==> config.mk <==
export PLATFORM = sky130hd
export DESIGN_NAME = mem_access_stage
export DESIGN_NICKNAME = d
export VERILOG_FILES = /design/src/rtl/mem_access_stage.sv
export SDC_FILE = /design/constraint.sdc
export NUM_CORES = 1
export LEC_CHECK = 0
export BUFFER_PORTS_ARGS = -buffer_cell sky130_fd_sc_hd__buf_2
export CAP_MARGIN = 20
export CORE_MARGIN = 10
export CORE_UTILIZATION = 53
export CTS_BUF_LIST = sky130_fd_sc_hd__clkbuf_16
export DETAILED_ROUTE_END_ITERATION = 8
export PLACE_DENSITY = 0.94
export SLEW_MARGIN = 40
export SYNTH_ARGS = -nofsm -noshare
export SYNTH_HDL_FRONTEND = slang
export SYNTH_SLANG_ARGS = --single-unit
==> constraint.sdc <==
create_clock -name CLK -period 12 [get_ports CLK]
set_input_delay 1.2 -clock CLK [delete_from_list [all_inputs] [get_ports CLK]]
set_output_delay 1.2 -clock CLK [all_outputs]
set_load 0.01 [all_outputs]
==> src/rtl/mem_access_stage.sv <==
// MEM stage of the RISC-TOY pipeline: performs one data-memory access per instruction
// over a DREQ/DACK handshake, passes ALU results through, and aborts hung accesses.
module mem_access_stage #(
    parameter int DATA_W  = 32,
    parameter int ADDR_W  = 32,
    parameter int TIMEOUT = 16
) (
    input  logic              CLK,
    input  logic              RST,
    input  logic              in_valid,
    output logic              in_ready,
    input  logic              MemRead,
    input  logic              MemWrite,
    input  logic              RegWrite,
    input  logic              MemtoReg,
    input  logic [4:0]        Write_Addr,
    input  logic [DATA_W-1:0] Result,
    input  logic [DATA_W-1:0] Store_data,
    output logic              DREQ,
    output logic              DRW,
    output logic [ADDR_W-1:0] DADDR,
    output logic [DATA_W-1:0] DWDATA,
    input  logic [DATA_W-1:0] DRDATA,
    input  logic              DACK,
    output logic              out_valid,
    output logic              RegWrite_out,
    output logic              MemtoReg_out,
    output logic [4:0]        Write_Addr_out,
    output logic [DATA_W-1:0] Result_out,
    output logic [DATA_W-1:0] Read_data_out,
    output logic              Mem_err
);

    localparam int TW = (TIMEOUT > 2) ? $clog2(TIMEOUT) : 1;
    localparam logic [TW-1:0] TMAX = TW'(TIMEOUT - 1);

    typedef enum logic {IDLE, REQ} state_t;

    state_t              r_state, w_state_nxt;
    logic [TW-1:0]       r_timer, w_timer_nxt;

    // Instruction fields held while the access is outstanding
    logic                r_lat_regwrite, w_lat_regwrite_nxt;
    logic                r_lat_memtoreg, w_lat_memtoreg_nxt;
    logic                r_lat_memread,  w_lat_memread_nxt;
    logic [4:0]          r_lat_waddr,    w_lat_waddr_nxt;
    logic [DATA_W-1:0]   r_lat_result,   w_lat_result_nxt;

    logic                r_dreq,   w_dreq_nxt;
    logic                r_drw,    w_drw_nxt;
    logic [ADDR_W-1:0]   r_daddr,  w_daddr_nxt;
    logic [DATA_W-1:0]   r_dwdata, w_dwdata_nxt;

    logic                r_out_valid, w_out_valid_nxt;
    logic                r_regwrite_out, w_regwrite_out_nxt;
    logic                r_memtoreg_out, w_memtoreg_out_nxt;
    logic [4:0]          r_waddr_out, w_waddr_out_nxt;
    logic [DATA_W-1:0]   r_result_out, w_result_out_nxt;
    logic [DATA_W-1:0]   r_rdata_out, w_rdata_out_nxt;
    logic                r_mem_err, w_mem_err_nxt;

    always_comb begin
        w_state_nxt         = r_state;
        w_timer_nxt         = r_timer;
        w_lat_regwrite_nxt  = r_lat_regwrite;
        w_lat_memtoreg_nxt  = r_lat_memtoreg;
        w_lat_memread_nxt   = r_lat_memread;
        w_lat_waddr_nxt     = r_lat_waddr;
        w_lat_result_nxt    = r_lat_result;
        w_dreq_nxt          = r_dreq;
        w_drw_nxt           = r_drw;
        w_daddr_nxt         = r_daddr;
        w_dwdata_nxt        = r_dwdata;
        w_out_valid_nxt     = 1'b0;
        w_regwrite_out_nxt  = 1'b0;
        w_mem_err_nxt       = 1'b0;
        w_memtoreg_out_nxt  = r_memtoreg_out;
        w_waddr_out_nxt     = r_waddr_out;
        w_result_out_nxt    = r_result_out;
        w_rdata_out_nxt     = r_rdata_out;

        case (r_state)
            IDLE: begin
                if (in_valid) begin
                    if (MemRead == MemWrite) begin
                        // Both clear: ALU pass-through; both set: illegal, flagged without access
                        w_out_valid_nxt    = 1'b1;
                        w_mem_err_nxt      = MemRead;
                        w_regwrite_out_nxt = RegWrite & ~MemRead;
                        w_memtoreg_out_nxt = MemtoReg;
                        w_waddr_out_nxt    = Write_Addr;
                        w_result_out_nxt   = Result;
                        w_rdata_out_nxt    = '0;
                    end else begin
                        w_lat_regwrite_nxt = RegWrite;
                        w_lat_memtoreg_nxt = MemtoReg;
                        w_lat_memread_nxt  = MemRead;
                        w_lat_waddr_nxt    = Write_Addr;
                        w_lat_result_nxt   = Result;
                        w_dreq_nxt         = 1'b1;
                        w_drw_nxt          = MemWrite;
                        w_daddr_nxt        = Result[ADDR_W-1:0];
                        w_dwdata_nxt       = Store_data;
                        w_timer_nxt        = '0;
                        w_state_nxt        = REQ;
                    end
                end
            end
            REQ: begin
                if (DACK || (r_timer == TMAX)) begin
                    w_dreq_nxt         = 1'b0;
                    w_state_nxt        = IDLE;
                    w_timer_nxt        = '0;
                    w_out_valid_nxt    = 1'b1;
                    w_mem_err_nxt      = ~DACK;
                    w_regwrite_out_nxt = r_lat_regwrite & DACK;
                    w_memtoreg_out_nxt = r_lat_memtoreg;
                    w_waddr_out_nxt    = r_lat_waddr;
                    w_result_out_nxt   = r_lat_result;
                    w_rdata_out_nxt    = (DACK && r_lat_memread) ? DRDATA : '0;
                end else begin
                    w_timer_nxt = r_timer + TW'(1);
                end
            end
            default: w_state_nxt = IDLE;
        endcase
    end

    always_ff @(posedge CLK or posedge RST) begin
        if (RST) begin
            r_state        <= IDLE;
            r_timer        <= '0;
            r_lat_regwrite <= 1'b0;
            r_lat_memtoreg <= 1'b0;
            r_lat_memread  <= 1'b0;
            r_lat_waddr    <= '0;
            r_lat_result   <= '0;
            r_dreq         <= 1'b0;
            r_drw          <= 1'b0;
            r_daddr        <= '0;
            r_dwdata       <= '0;
            r_out_valid    <= 1'b0;
            r_regwrite_out <= 1'b0;
            r_memtoreg_out <= 1'b0;
            r_waddr_out    <= '0;
            r_result_out   <= '0;
            r_rdata_out    <= '0;
            r_mem_err      <= 1'b0;
        end else begin
            r_state        <= w_state_nxt;
            r_timer        <= w_timer_nxt;
            r_lat_regwrite <= w_lat_regwrite_nxt;
            r_lat_memtoreg <= w_lat_memtoreg_nxt;
            r_lat_memread  <= w_lat_memread_nxt;
            r_lat_waddr    <= w_lat_waddr_nxt;
            r_lat_result   <= w_lat_result_nxt;
            r_dreq         <= w_dreq_nxt;
            r_drw          <= w_drw_nxt;
            r_daddr        <= w_daddr_nxt;
            r_dwdata       <= w_dwdata_nxt;
            r_out_valid    <= w_out_valid_nxt;
            r_regwrite_out <= w_regwrite_out_nxt;
            r_memtoreg_out <= w_memtoreg_out_nxt;
            r_waddr_out    <= w_waddr_out_nxt;
            r_result_out   <= w_result_out_nxt;
            r_rdata_out    <= w_rdata_out_nxt;
            r_mem_err      <= w_mem_err_nxt;
        end
    end

    assign in_ready       = (r_state == IDLE);
    assign DREQ           = r_dreq;
    assign DRW            = r_drw;
    assign DADDR          = r_daddr;
    assign DWDATA         = r_dwdata;
    assign out_valid      = r_out_valid;
    assign RegWrite_out   = r_regwrite_out;
    assign MemtoReg_out   = r_memtoreg_out;
    assign Write_Addr_out = r_waddr_out;
    assign Result_out     = r_result_out;
    assign Read_data_out  = r_rdata_out;
    assign Mem_err        = r_mem_err;

endmodule

After elaboration in Yosys (flattened, before gate mapping)
Index checks and enable logic that the tools add are counted.
{"block": "totals", "ramBits": 0, "elab_cells": 77, "latchBits": 0, "input_bits": 109, "mem_count": 0, "mem_bits_ro": 0, "regBits": 152, "output_inout_bits": 140}
{"block": "classes", "n_shift": 0, "multipliers": 0, "n_lt_le_gt_ge": 0, "n_div": 0, "add_sub_neg": 1, "n_reduce_logical": 6, "eq_ne": 6, "muxes": 41, "bitwise_logic": 6}
{"op": "$mux W32", "n": 7}
{"op": "$pmux W32 S2", "n": 2}
{"op": "$mux W1", "n": 18}
{"op": "$mux W5", "n": 3}
{"op": "$mux W4", "n": 3}
{"op": "$pmux W1 S2", "n": 6}
{"op": "$pmux W5 S2", "n": 1}
{"op": "$reduce_and A3 Y1", "n": 3}
{"op": "$pmux W4 S2", "n": 1}
{"op": "$add A4 B1 Y4 const B", "n": 1}
{"op": "$eq A4 B4 Y1 const B", "n": 1}
{"op": "$ne A2 B1 Y1 const B", "n": 2}
{"op": "$ne A2 B2 Y1 const B", "n": 2}
{"op": "$not A1 Y1", "n": 4}
{"op": "$and A1 B1 Y1", "n": 2}
{"op": "$reduce_and A2 Y1", "n": 1}
{"op": "$eq A1 B1 Y1", "n": 1}
{"op": "$logic_and A1 B1 Y1", "n": 1}
{"op": "$logic_or A1 B1 Y1", "n": 1}

Logic depth before layout (Yosys ltp)
Gate-level depths: netlist of run 1.
{"block": "logic_depth", "ltp_word": 5, "depth_mapped": 8, "mapped_depth_nobuf": 5}

Worst setup path after synthesis of run 1
OpenSTA, ideal clock, no wires.
{"block": "synth_timing", "path_type": "input to register", "startpoint": "in MemRead", "endpoint": "reg r_rdata_out[0] (netlist: Read_data_out[0])", "path_slack_ns": 9.439, "required_ns": 11.879, "arrival_ns": 2.440, "n_path_buf": 3, "cell_stages": 7, "setup_time_ns": 0.121, "path_cell_list": "ha_1 nand2b_1 buf_2 o211a_1 buf_6 buf_6 a22o_1"}
{"block": "synth_between", "elab_chain_len": 3}
{"item": "start, declared", "line_no": "12", "text": "input logic MemRead,"}
{"item": "$eq A1 B1 Y1", "line_no": "85", "text": "if (MemRead == MemWrite) begin"}
{"item": "$ne A2 B1 Y1 (no line)"}
{"item": "$reduce_and A3 Y1 (no line)"}
{"item": "end signal, assigned", "line_no": "166", "text": "r_rdata_out <= w_rdata_out_nxt;"}
{"item": "end, declared", "line_no": "59", "text": "logic [DATA_W-1:0] r_rdata_out, w_rdata_out_nxt;"}
Every way passes these cells.
A chain may end at the register's enable or synchronous reset.

Worst setup path in the final report of run 1
{"block": "layout_timing", "startpoint": "in MemRead", "endpoint": "reg r_result_out[6] (netlist: Result_out[6])"}
{"block": "layout_between", "elab_chain_len": 3}
{"item": "$eq A1 B1 Y1", "line_no": "85"}
{"item": "$ne A2 B1 Y1 (no line)"}
{"item": "$reduce_and A3 Y1 (no line)"}
{"item": "end signal, assigned", "line_no": "165", "text": "r_result_out <= w_result_out_nxt;"}
{"item": "end, declared", "line_no": "58", "text": "logic [DATA_W-1:0] r_result_out, w_result_out_nxt;"}
Every way passes these cells.

==> qor.yml, run 1 <==
status: "finished, final reports clean"
ys_async_sr_fraction_pct: 100
yosys-top-cells-area: "dfrtp_1, mux2_2, a2bb2oi_2"
hold_violations: 0
grt_use_total_pct: 21.8
p_clk_share_pct: 29.2
post_cts_buffers: 0
port-buffer-count: 248
synth_fp_nets: 561
grt_first_pass_wirelength_um: 28400
dr_wl_met2_um: 9940
synth_cells: 450
max_stage_delay_ns: 0.77
placedCellCount: 812
fp.dieArea_mm2: 0.0168
grt_max_degree: 89
cp-start-kind: "input pin"
cp.depth: 6
gp_congestion: 0.817
p_switching_uw: 574
ios: 249
yosys.area_share.simple_pct: 4.97
tightest_slew_ns: 0.809
crit_type: "in2reg"
internal_power_mw: 1.21
drv_cap: 0
slew_headroom_pct: 46.0
vias: 4789
ys_ff_latch: 152
timing.rr.end: "DWDATA[9]"
synth_ff_type: "dfrtp_1"
drt_iter0_markers: 374
layout_min_cycle_time_ns: 3.46
synth_compound_area_share_pct: 17.4
coreArea_mm2: 0.0119
synth_mux_area_share_pct: 13.3
synth_top_family_by_area: "compound AO/OA/AOI/OAI gates"
netlist_area_mm2: 0.00639
period_share_pct: 28.9
cts_sinks: 152
avgRoutedWirePerCell_um: 22.1
p_per_area_mw_per_mm2: 217
max_freq_mhz: 289
finalNetCount: 795
drt_wl_total_um: 18700
reg2reg_depth: 5
num_rows: 40
skew_ns: 0.0111
ys_warn_count: 0
synth-edff-count: 0
synth_top_area_share_pct: 59.5
swShare_pct: 32.1
dp_hpwl_um: 13100
drt_pass1_iterations: 5
routed.top_layer: "met4"
hold_start: "Read_data_out[27]"
worstPathMaxFanout: 41
fin_cells: 844
route.met3.wl_um: 1390
critical_path_arrival_ns: 3.74
cts_buffers: 17
drtAntennaViolNets: 0
combPwrFrac_pct: 28.9
report.final.slew_viol_count: 0
cts_hold_buf: 0
rrSetupSlack_ns: 9.17
synth.yosys.seq_area_share_pct: 59.5
postSynthAreaPerCell_um2: 14.2
drc_errors: 0
synthAdderAreaFrac_pct: 0.392
hold_path_end: "Read_data_out[27]"
initial_core_util_pct: 53.6
crit_required_ns: 12.28
path_cells: "buf_2 -> ha_1 -> nand2b_4 -> o211a_2 -> clkinv_4 -> a2bb2oi_2"
yosys.area.top_type: "dfrtp_1"
cp.buffers_inverters: 2
grt_pass1_vias: 5176
hold_class: "reg2reg"
fp.dieW_um: 130
cts-resized-gates: 0
syn_to_final_growth_pct: 28.8
layout-drive-gt1-share_pct: 61.3
clockBufferDepth: 2
synth.distinct_cells: 35
synth_xor_area_share_pct: 0.137
finalSetupViolCount: 0
pwr-share-seq_pct: 41.9
cp_slowest_cell: "o211a_2"
fin_tns_setup_ns: 0
die_h_um: 130
max-vdd-ir-drop_v: 0.000151
clock_latency_ns: 0.43
cp-end-kind: "flop"
n_antenna_cell: 0
antenna_found_initial: 0
holdPathStages: 1
clockRootBuffer: "clkbuf_16"
rsz0062_at_grt: "no"
path_clk_slew_ns: 0.06
tritoncts: "built"
p_leak_nw: 3.95
cp_top_family: "compound AO/OA/AOI/OAI gates"
wl_met1_um: 6760
htree_levels: 4
grt_remaining_overflow: 0
reg2reg_from: "r_state"
vias_per_cell: 5.67
-- state kept, by name, indices dropped and copies added (netlist names), 4 cells and up --
| name | count |
|---|---|
| DADDR | 32 |
| DWDATA | 32 |
| Read_data_out | 32 |
| Result_out | 32 |
| Write_Addr_out | 5 |
| r_lat_waddr | 5 |
| r_timer | 4 |
-- worst reg2reg max path, delay by kind of cell, from the launching register on --
family | cells | cell delay [ns]
buf+inv | 3 | 1.35
flops | 1 | 0.36
mux | 1 | 0.35
simple gates | 1 | 0.65
-- layout make-up --
class | count | area (um^2)
Clock inverter | 15 | 150
Multi-Input combinational cell | 255 | 2350
Clock buffer | 17 | 425
Inverter | 6 | 32.5
Timing Repair Buffer | 252 | 1290
Sequential cell | 152 | 3800
Tap cell | 147 | 184
Fill cell | 810 | 3680
-- synth_stat cells, types with 2 or more instances --
master,number
dfrtp_1,152
mux2_2,73
o22ai_1,35
or2_2,34
a22o_1,32
a2bb2oi_2,29
buf_2,17
clkbuf_1,12
nand2_1,11
a21oi_1,5
a2bb2oi_1,5
a22oi_1,4
buf_6,4
inv_1,4
nand2b_1,4
buf_12,3
mux2i_1,3
nand3_1,3
o21ai_0,3
ha_1,2
-- layout by cell type, fill, tap and decap left out, types with 3 or more instances in the layout --
cell / Yosys / layout
inv_1: 4 / 3
o21ai_0: 3 / 3
clkinv_4: 1 / 4
a22o_1: 32 / 32
nand2_1: 11 / 11
mux2_2: 73 / 73
mux2i_1: 3 / 3
a2bb2oi_1: 5 / 5
or2_2: 34 / 34
a22oi_1: 4 / 4
clkbuf_16: 0 / 17
a21oi_1: 5 / 5
dfrtp_1: 152 / 152
buf_2: 17 / 248
inv_6: 0 / 4
nand2b_1: 4 / 3
clkinv_2: 0 / 3
o22ai_1: 35 / 35
a2bb2oi_2: 29 / 29
-- routing by layer --
layer,vias to the layer above,global-route usage (%)
met2,209,37.9
met3,47,7.51
met5,-,0
li1,2138,-
met1,2395,23.6
met4,0,9.79
-- cells by family (layout without fill, tap and decap cells) --
group / count (synthesis) / count (layout)
multiplexers: 76 / 76
buffers and inverters: 43 / 290
XOR/XNOR: 1 / 1
flip-flops: 152 / 152
AND/OR/NAND/NOR: 56 / 56
AO/OA/AOI/OAI: 120 / 120
adder cells (fa/ha/maj): 2 / 2
-- power by group through the flow --
stage          Sequential [mW]  Clock [mW]  Combinational, mW
6_report                 0.748       0.521              0.517
5_1_grt                  0.764       0.551              0.556
4_1_cts                  0.747       0.526              0.525
3_5_place_dp             0.751           0              0.519
3_3_place_gp             0.738           0              0.498
2_1_floorplan            0.798           0              0.250
-- per-stage QoR --
| step | power [mW] | util [%] | setup slack [ns] | hold WS [ns] | instance area (um^2) |
|---|---|---|---|---|---|
| final | 1.79 | 69.1 | 8.54 | 0.499 | 8230 |
| after global routing | 1.87 | 69.1 | 8.35 | 0.521 | 8230 |
| after CTS | 1.80 | 69.1 | 8.56 | 0.502 | 8230 |
| after detailed placement | 1.27 | 64.3 | 8.13 | 0.486 | 7650 |
| after global placement | 1.24 | 64.0 | 7.67 | 0.481 | 7620 |
| after floorplan | 1.05 | - | 6.71 | 0.471 | 6390 |
-- worst max-delay path by stage --
stage	start	endpoint	slack (ns)
2_1_floorplan	RST	DADDR[0]	6.71
3_3_place_gp	MemRead	Result_out[14]	7.67
3_5_place_dp	MemRead	Result_out[6]	8.13
4_1_cts	MemRead	Result_out[6]	8.56
5_1_grt	MemRead	Write_Addr_out[3]	8.35
6_report	MemRead	Result_out[6]	8.54
Power figures use the tool's default switching activity.
==> run 2: changes to the inputs <==
--- a/config.mk
+++ b/config.mk
@@ -5,13 +5,14 @@
 export SDC_FILE = /design/constraint.sdc
 export NUM_CORES = 1
 export LEC_CHECK = 0
+export ABC_AREA = 1
 export BUFFER_PORTS_ARGS = -buffer_cell sky130_fd_sc_hd__buf_2
 export CAP_MARGIN = 20
 export CORE_MARGIN = 10
-export CORE_UTILIZATION = 53
+export CORE_UTILIZATION = 44
 export CTS_BUF_LIST = sky130_fd_sc_hd__clkbuf_16
 export DETAILED_ROUTE_END_ITERATION = 8
-export PLACE_DENSITY = 0.94
+export PLACE_DENSITY = 0.84
 export SLEW_MARGIN = 40
 export SYNTH_ARGS = -nofsm -noshare
 export SYNTH_HDL_FRONTEND = slang
==> constraint.sdc (replaced) <==
create_clock -name CLK -period 3.17 [get_ports CLK]
set_input_delay 0.317 -clock CLK [delete_from_list [all_inputs] [get_ports CLK]]
set_output_delay 0.317 -clock CLK [all_outputs]
set_load 0.01 [all_outputs]
==> qor.yml, run 2 <==
fillers: 1309
clockBufferDepth: 2
synth_ff_type: "dfrtp_1"
fin_tns_setup_ns: 0
drtAntennaViolNets: 0
drt_wl_total_um: 19300
fp.dieArea_mm2: 0.0201
synth.most_common_cell: "nand2_1"
synth.yosys.seq_area_share_pct: 58.4
reg2reg_from: "r_state"
synth_cells: 757
cts_buffers: 17
layout_min_cycle_time_ns: 2.11
hold_violations: 0
timing.rr.end: "Result_out[15]"
hold_class: "in2async"
p_per_area_mw_per_mm2: 783
yosys-top-cells-area: "dfrtp_1, nand2_1, nand3_1"
worstPathMaxFanout: 45
path_clk_slew_ns: 0.06
cts_sinks: 152
grt_pass1_vias: 5952
max_freq_mhz: 473
yosys.area.top_type: "dfrtp_1"
yosys.area_share.simple_pct: 31.7
drt_pass1_iterations: 6
report.final.slew_viol_count: 0
post_cts_buffers: 0
clock_latency_ns: 0.42
cp-start-kind: "flop"
grt_max_degree: 153
layout-drive-gt1-share_pct: 30.0
finalSetupViolCount: 0
initial_core_util_pct: 44.8
dp_hpwl_um: 13400
synth_top_family_by_area: "simple AND/OR/NAND/NOR gates"
finalNetCount: 1095
status: "finished, final reports clean"
num_rows: 44
synth_xor_area_share_pct: 0.134
crit_start: "r_state"
syn_to_final_growth_pct: 28.9
rsz0062_at_grt: "no"
coreArea_mm2: 0.0145
grt_remaining_overflow: 0
p_leak_nw: 4.84
synth.distinct_cells: 19
postSynthAreaPerCell_um2: 8.61
vias: 5981
synth_mux_area_share_pct: 0
drc_errors: 0
ys_warn_count: 0
period_share_pct: 66.7
synth-edff-count: 0
final_util_pct: 57.8
layout_commonest_cell: "nand2_1"
cts_hold_buf: 0
max-vdd-ir-drop_v: 0.000388
slew_headroom_pct: 50.4
port-buffer-count: 248
ys_async_sr_fraction_pct: 100
ys_ff_latch: 152
synth_fp_nets: 868
synth_top_area_share_pct: 58.4
critical_path_arrival_ns: 2.47
ios: 249
fp.dieW_um: 142
synth_compound_area_share_pct: 3.42
layout_common_cells: "nand2_1, buf_2, dfrtp_1"
cts-resized-gates: 0
crit_end: "Result_out[15]"
clockRootBuffer: "clkbuf_16"
crit_type: "reg2reg"
avgRoutedWirePerCell_um: 16.3
htree_levels: 4
gp_congestion: 0.782
tightest_slew_ns: 0.744
netlist_area_mm2: 0.00652
tritoncts: "built"
crit_required_ns: 3.52
grt_use_total_pct: 19.0
antenna_found_initial: 2
synthAdderAreaFrac_pct: 0.384
die_h_um: 142
rrSetupSlack_ns: 1.06
drt_iter0_markers: 379
skew_ns: 0.0108
grt_first_pass_wirelength_um: 30900
vias_per_cell: 5.06
cp-end-kind: "flop"
reg2reg_depth: 6
synth_common_cells: "nand2_1, dfrtp_1, nand3_1"
drv_cap: 0
[run 2: final cells by class]
type	instances	area, um^2	area share, %
Timing Repair Buffer	261	1380	16.5
Tap cell	184	230	2.74
Clock inverter	15	176	2.10
Inverter	11	47.5	0.566
Antenna cell	1	2.50	0.0298
Clock buffer	17	425	5.07
Sequential cell	152	3800	45.3
Multi-Input combinational cell	541	2330	27.7
[run 2: critical path, cell delays in order, from the launching register on]
cell	delay, ns
dfrtp_2	0.42
inv_4	0.38
nor2_1	0.11
nand2_1	0.50
buf_4	0.39
nand4_1	0.14
nand2_1	0.10
[run 2: cell families after synthesis]
kind of cell / Yosys count
XOR/XNOR: 1
adder cells (fa/ha/maj): 2
AO/OA/AOI/OAI: 44
AND/OR/NAND/NOR: 494
buffers and inverters: 64
flip-flops: 152
[run 2: worst min-delay path by stage]
| stage | start | end | slack [ns] | cells after the start |
|---|---|---|---|---|
| CTS | Store_data[2] | DWDATA[2] | 0.07 | 3 |
| finish | RST | DADDR[3] | 0.04 | 3 |
| floorplan | RegWrite | r_lat_regwrite | 0.43 | 2 |
| global placement | DWDATA[9] | DWDATA[9] | 0.45 | 2 |
| detailed placement | DWDATA[1] | DWDATA[1] | 0.45 | 2 |
| global route | RST | DADDR[3] | 0.07 | 3 |
[run 2: power by group]
part	leakage (nW)	total, mW	internal, mW	switching (mW)
sequential	1.92	2.76	2.45	0.312
clock	0.287	2.06	1.24	0.815
combinational	2.63	1.76	0.674	1.09
total	4.84	6.58	4.36	2.21
[run 2: metrics by stage]
| stage | instances | cell area (um^2) | hold WS, ns | total power [mW] | setup slack [ns] |
|---|---|---|---|---|---|
| CTS | 1180 | 8370 | 0.0731 | 6.65 | 1.05 |
| floorplan | 757 | 6520 | 0.434 | 3.75 | 0.936 |
| global route | 1181 | 8400 | 0.0733 | 7.00 | 0.830 |
| detailed placement | 1148 | 7770 | 0.454 | 4.58 | 1.09 |
| finish | 1182 | 8400 | 0.0412 | 6.58 | 1.06 |
| global placement | 1148 | 7770 | 0.448 | 4.51 | 1.16 |
[run 2: per-layer routing]
layer / up-vias / routed length (um) / GRT usage [%]
li1: 2897 / - / -
met5: - / 7 / 0
met2: 241 / 9520 / 31.6
met1: 2812 / 7650 / 22.3
met4: 2 / 365 / 6.62
met3: 29 / 1740 / 6.71
